[src/rtl/fetch_sequencer_pkg.sv]
// Shared types and constants for the instruction-fetch sequencer.
package fetch_sequencer_pkg;

  localparam int unsigned PC_W    = 32;
  localparam int unsigned PC_STEP = 4;

  typedef enum logic [1:0] {
    MODE_HALT = 2'b00,
    MODE_RUN  = 2'b01,
    MODE_STEP = 2'b10,
    MODE_RSVD = 2'b11
  } mode_e;

  typedef enum logic [1:0] {
    ST_IDLE  = 2'b00,
    ST_FETCH = 2'b01,
    ST_WAIT  = 2'b10
  } fetch_state_e;

  // Word-align a byte address by clearing the two low bits.
  function automatic logic [PC_W-1:0] align_pc(input logic [PC_W-1:0] addr);
    return addr & ~PC_W'(3);
  endfunction

endpackage

[src/rtl/fetch_sequencer_tick_gen.sv]
// Enable-gated divider producing a one-cycle tick every DIV_MAX+1 enabled cycles.
module fetch_sequencer_tick_gen #(
  parameter int unsigned DIV_W   = 24,
  parameter int unsigned DIV_MAX = 9_999_999
) (
  input  logic clk_i,
  input  logic rst_ni,
  input  logic en_i,
  output logic tick_c_o
);

  logic [DIV_W-1:0] cnt_q;
  logic [DIV_W-1:0] cnt_d;

  // Counter is held at zero whenever the divider is not enabled.
  always_comb begin
    cnt_d = '0;
    if (en_i && (cnt_q != DIV_W'(DIV_MAX))) begin
      cnt_d = cnt_q + DIV_W'(1);
    end
  end

  always_ff @(posedge clk_i or negedge rst_ni) begin
    if (!rst_ni) begin
      cnt_q <= '0;
    end else begin
      cnt_q <= cnt_d;
    end
  end

  assign tick_c_o = en_i && (cnt_q == DIV_W'(DIV_MAX));

endmodule

[src/rtl/fetch_sequencer.sv]
// Instruction-fetch sequencer: owns the PC, drives the synchronous imem and
// presents one captured instruction per fetch with run/step/halt control.
module fetch_sequencer
  import fetch_sequencer_pkg::*;
#(
  parameter int unsigned DATA_W  = 32,
  parameter int unsigned ADDR_W  = 8,
  parameter int unsigned DIV_W   = 24,
  parameter int unsigned DIV_MAX = 9_999_999,
  parameter int unsigned CNT_W   = 16
) (
  input  logic              clk_i,
  input  logic              rst_ni,
  input  logic [1:0]        mode_i,
  input  logic              step_btn_i,
  input  logic              redirect_i,
  input  logic [PC_W-1:0]   redirect_pc_i,
  output logic              imem_en_o,
  output logic [ADDR_W-1:0] imem_addr_o,
  input  logic [DATA_W-1:0] imem_rdata_i,
  output logic [PC_W-1:0]   pc_o,
  output logic [DATA_W-1:0] inst_o,
  output logic              inst_valid_o,
  output logic [CNT_W-1:0]  fetch_cnt_o
);

  fetch_state_e      state_q, state_d;
  logic              imem_en_q, imem_en_d;
  logic [PC_W-1:0]   pc_q, pc_d;
  logic [DATA_W-1:0] inst_q, inst_d;
  logic              valid_q, valid_d;
  logic [CNT_W-1:0]  cnt_q, cnt_d;
  logic              step_prev_q;
  logic              pend_q, pend_d;
  logic [PC_W-1:0]   tgt_q, tgt_d;

  mode_e mode;
  logic  tick_c;
  logic  advance_c;

  assign mode = mode_e'(mode_i);

  fetch_sequencer_tick_gen #(
    .DIV_W   (DIV_W),
    .DIV_MAX (DIV_MAX)
  ) u_tick_gen (
    .clk_i    (clk_i),
    .rst_ni   (rst_ni),
    .en_i     (mode == MODE_RUN),
    .tick_c_o (tick_c)
  );

  // Advance source depends on mode; reserved code behaves as HALT.
  always_comb begin
    advance_c = 1'b0;
    case (mode)
      MODE_RUN:  advance_c = tick_c;
      MODE_STEP: advance_c = step_btn_i && !step_prev_q;
      default:   advance_c = 1'b0;
    endcase
  end

  // Next-state, PC/redirect bookkeeping and capture on fetch completion.
  always_comb begin
    state_d   = state_q;
    imem_en_d = 1'b0;
    pc_d      = pc_q;
    inst_d    = inst_q;
    valid_d   = 1'b0;
    cnt_d     = cnt_q;
    pend_d    = pend_q;
    tgt_d     = tgt_q;

    // Newest redirect wins, including one arriving on the completion edge.
    if (redirect_i) begin
      pend_d = 1'b1;
      tgt_d  = align_pc(redirect_pc_i);
    end

    case (state_q)
      ST_IDLE: begin
        if (advance_c) begin
          state_d   = ST_FETCH;
          imem_en_d = 1'b1;
        end
      end
      ST_FETCH: begin
        state_d = ST_WAIT;
      end
      ST_WAIT: begin
        state_d = ST_IDLE;
        inst_d  = imem_rdata_i;
        valid_d = 1'b1;
        if (cnt_q != '1) begin
          cnt_d = cnt_q + CNT_W'(1);
        end
        pc_d   = pend_d ? tgt_d : pc_q + PC_W'(PC_STEP);
        pend_d = 1'b0;
      end
      default: begin
        state_d = ST_IDLE;
      end
    endcase
  end

  always_ff @(posedge clk_i or negedge rst_ni) begin
    if (!rst_ni) begin
      state_q     <= ST_IDLE;
      imem_en_q   <= 1'b0;
      pc_q        <= '0;
      inst_q      <= '0;
      valid_q     <= 1'b0;
      cnt_q       <= '0;
      step_prev_q <= 1'b0;
      pend_q      <= 1'b0;
      tgt_q       <= '0;
    end else begin
      state_q     <= state_d;
      imem_en_q   <= imem_en_d;
      pc_q        <= pc_d;
      inst_q      <= inst_d;
      valid_q     <= valid_d;
      cnt_q       <= cnt_d;
      step_prev_q <= step_btn_i;
      pend_q      <= pend_d;
      tgt_q       <= tgt_d;
    end
  end

  assign imem_en_o    = imem_en_q;
  assign imem_addr_o  = pc_q[ADDR_W+1:2];
  assign pc_o         = pc_q;
  assign inst_o       = inst_q;
  assign inst_valid_o = valid_q;
  assign fetch_cnt_o  = cnt_q;

endmodule

[config.mk]
export PLATFORM = sky130hd
export DESIGN_NAME = fetch_sequencer
export DESIGN_NICKNAME = d
export VERILOG_FILES = /design/src/rtl/fetch_sequencer_pkg.sv /design/src/rtl/fetch_sequencer_tick_gen.sv /design/src/rtl/fetch_sequencer.sv
export SDC_FILE = /design/constraint.sdc
export NUM_CORES = 1
export LEC_CHECK = 0
export CAP_MARGIN = 5
export CORE_MARGIN = 8
export CORE_UTILIZATION = 35
export CTS_BUF_LIST = sky130_fd_sc_hd__clkbuf_4 sky130_fd_sc_hd__clkbuf_8
export DETAILED_ROUTE_END_ITERATION = 8
export PLACE_DENSITY = 0.59
export SETUP_SLACK_MARGIN = 0.3
export SLEW_MARGIN = 20
export SYNTH_ARGS = -nofsm -noshare
export SYNTH_HDL_FRONTEND = slang
export SYNTH_HIERARCHICAL = 1
export SYNTH_SLANG_ARGS = --single-unit
[constraint.sdc]
create_clock -name clk_i -period 2.25 [get_ports clk_i]
set_clock_uncertainty 0.2 [all_clocks]
set_input_delay 0.45 -clock clk_i [delete_from_list [all_inputs] [get_ports clk_i]]
set_output_delay 0.45 -clock clk_i [all_outputs]
set_load 0.005 [all_outputs]
==> flow_summary.yaml <==
detailed_routing:
  dr.pass1.iters: 5
  wl_met1_um: 8500
  wl_met2_um: 10100
  routed.top_layer: "met5"
  ant_nets: 0
  drc_errors: 0
  drt-total-wl_um: 20500
  post_drt_wl_per_cell_um: 17.7
  viasPerCell: 5.24
  drtIter0Drc: 393
  route.met3.wl_um: 1350
  routed-via-count: 6055
logic_synthesis:
  synth_top_area_cell: "dfrtp_1"
  yosysTopAreaCellShare: 0.533
  netlist_instances: 656
  synth_nets: 731
  ys_seq_area_frac: 0.533
  yosys_most_used_dff: "dfrtp_1"
  synth_warnings: 6
  avgSynthCellArea_um2: 10.2
  synth.distinct_cells: 62
  async_flop_share: 1.00
  syn-cell-area_mm2: 0.00667
  synthTopCellsByArea: "dfrtp_1 53%, nand2_1 7.5%, mux2_2 5.6%"
  ys_ff_latch: 142
  synth_edf_count: 0
global_routing:
  grt_pass1_vias: 6175
  grt_pass1_wl_um: 32300
  grt_max_degree: 55
  track_usage: 0.169
  antenna_found_initial: 1
  grt_overflow: 0
clocking:
  ctsHtreeMaxLevel: 4
  cts.sinks: 142
  cts_tree: "built"
  cts_buffer_depth: 2
  insertion_delay_ns: 0.44
  clk_pin_slew_worst_paths_ns: 0.08
  cts_buffers: 17
  cts-root-buf: "clkbuf_8"
outcome:
  outcome: "completed"
timing:
  fin_hold_ws_ns: 0.221
  period_needed_ns: 2.03
  final.period_utilization: 0.901
  rsz0062_at_grt: "yes"
  worst_pin_slew_ns: 0.381
  clock.fmax_mhz: 493
  tns_ns: 0
  maxSlewViolCount: 0
  setup_violations: 0
  slew_headroom: 0.744
  hold_viol: 0
placed_design:
  placedCellCount: 1059
  place_area_mm2: 0.00880
  port-buffer-count: 157
  routabilityCongestion: 0.835
  dp_hpwl_um: 14200
die:
  initial_utilization: 0.356
  fp-row-count: 50
  dieArea_mm2: 0.0237
  ioPinCount: 160
  die_h_um: 154
  die-width_um: 154
  coreArea_mm2: 0.0187
hold_path:
  min_path_type: "in -> async"
finish:
  final_nets: 983
  diodes: 0
  fin_cells: 1155
  area_growth_pct: 48.9
  final_common_cell: "nand2_1"
  fin_area_mm2: 0.00993
  drive_gt1_frac: 0.282
  layout.cells.most_common_list: "126 x nand2_1, 123 x dfrtp_1, 91 x buf_4, 77 x dlygate4sd2_1, 65 x clkdlybuf4s50_1"
flow_run:
  maxCapViolCount: 0
setup_path:
  cp_max_fo: 6
  required_ns: 2.42
  cp-start-kind: "register"
  rrSetupSlack_ns: 0.22
  r2r_end: "pc_o[25]"
  setup.worst_path.class: "reg -> reg"
  critPathArrivalTime_ns: 2.20
  critPathCaptureType: "register"
  reg2reg_from: "pc_o[20]"
  reg2reg_depth: 5
power_and_ir_drop:
  power_density_mw_per_mm2: 819
  ir_drop_uv: 415
  p_leak_nw: 4.46
==> cells by family after synthesis <==
group | share of synthesized area
compound gates | 0.0987
fa+ha+maj | 0.00938
xor+xnor | 0.0368
simple gates | 0.229
flops | 0.533
buf+inv | 0.0347
mux | 0.0587
==> registers in the layout, summed over array words and instances, names as in the netlist <==
| register | count |
|---|---|
| u_tick_gen/cnt_q | 24 |
| pc_o | 32 |
| inst_valid_o | 1 |
| fetch_cnt_o | 16 |
| imem_en_o | 1 |
| pend_q | 1 |
| state_q | 2 |
| inst_o | 32 |
| step_prev_q | 1 |
| tgt_q | 32 |
==> layer usage <==
metal | vias to the layer above | track usage
met2 | 194 | 0.285
met1 | 2973 | 0.197
met4 | 2 | 0.0653
met5 | - | 0
li1 | 2836 | -
met3 | 50 | 0.0544
==> final cells by class <==
class / instances / area [um2]
Timing Repair Buffer: 269 / 2430
Sequential cell: 142 / 3580
Fill cell: 1683 / 8770
Inverter: 11 / 41.3
Tap cell: 234 / 293
Clock inverter: 14 / 216
Multi-Input combinational cell: 467 / 3120
Clock buffer: 18 / 248
==> worst max-delay path by stage <==
stage | slack (ns) | startpoint | end
finish | 0.22 | pc_o[20] | pc_o[25]
global route | 0.13 | pc_o[21] | pc_o[25]
floorplan | 0.31 | pc_o[3] | pc_o[20]
global placement | -0.15 | redirect_i | pc_o[12]
detailed placement | -0.17 | redirect_i | pc_o[12]
CTS | 0.12 | pc_o[17] | pc_o[17]
==> repair_timing <==
item,in CTS,in global routing
hold buffers,1,0
endpoints found under the hold margin,142,0
setup endpoints to repair,131,78
pin swaps,12,23
cloned,0,1
setup buffers,47,15
resized for setup,128,57
==> report_power, final <==
| part | internal, mW | switching, mW | leakage, nW |
|---|---|---|---|
| registers | 3.01 | 0.355 | 1.74 |
| logic | 1.29 | 1.11 | 2.50 |
| clock network | 1.35 | 1.02 | 0.221 |
| total | 5.65 | 2.48 | 4.46 |
==> critical path: stages, from the launching register on <==
cell	delay [ns]
dfrtp_1	0.43
nand4_1	0.18
or4_4	0.63
o41ai_4	0.32
a21oi_2	0.09
a21oi_2	0.11
==> Yosys cell counts, types with 3 or more instances <==
cell type / number
dfrtp_1: 142
nand2_1: 133
nor2_1: 44
mux2_2: 33
nand3_1: 31
a21oi_1: 29
xnor2_1: 18
clkbuf_1: 16
nand4_1: 16
o21ai_0: 15
nor4_1: 13
o22ai_1: 13
inv_1: 10
xor2_1: 10
a211oi_1: 9
nor3_1: 9
buf_2: 8
buf_4: 8
or3_1: 8
and4_1: 7
and3_1: 5
ha_1: 5
a22oi_1: 4
a311oi_1: 4
nor2b_1: 4
o311ai_0: 4
or4_1: 4
or4_4: 4
and2_1: 3
nor4_4: 3
o31ai_1: 3
==> stage by stage <==
step / util / setup WS [ns] / power (mW)
CTS: 0.516 / 0.121 / 8.06
finish: 0.531 / 0.222 / 8.13
global placement: 0.470 / -0.150 / 5.64
global route: 0.531 / 0.134 / 8.62
floorplan: - / 0.313 / 4.23
detailed placement: 0.470 / -0.173 / 5.70
(Power assumes the default switching activity.)
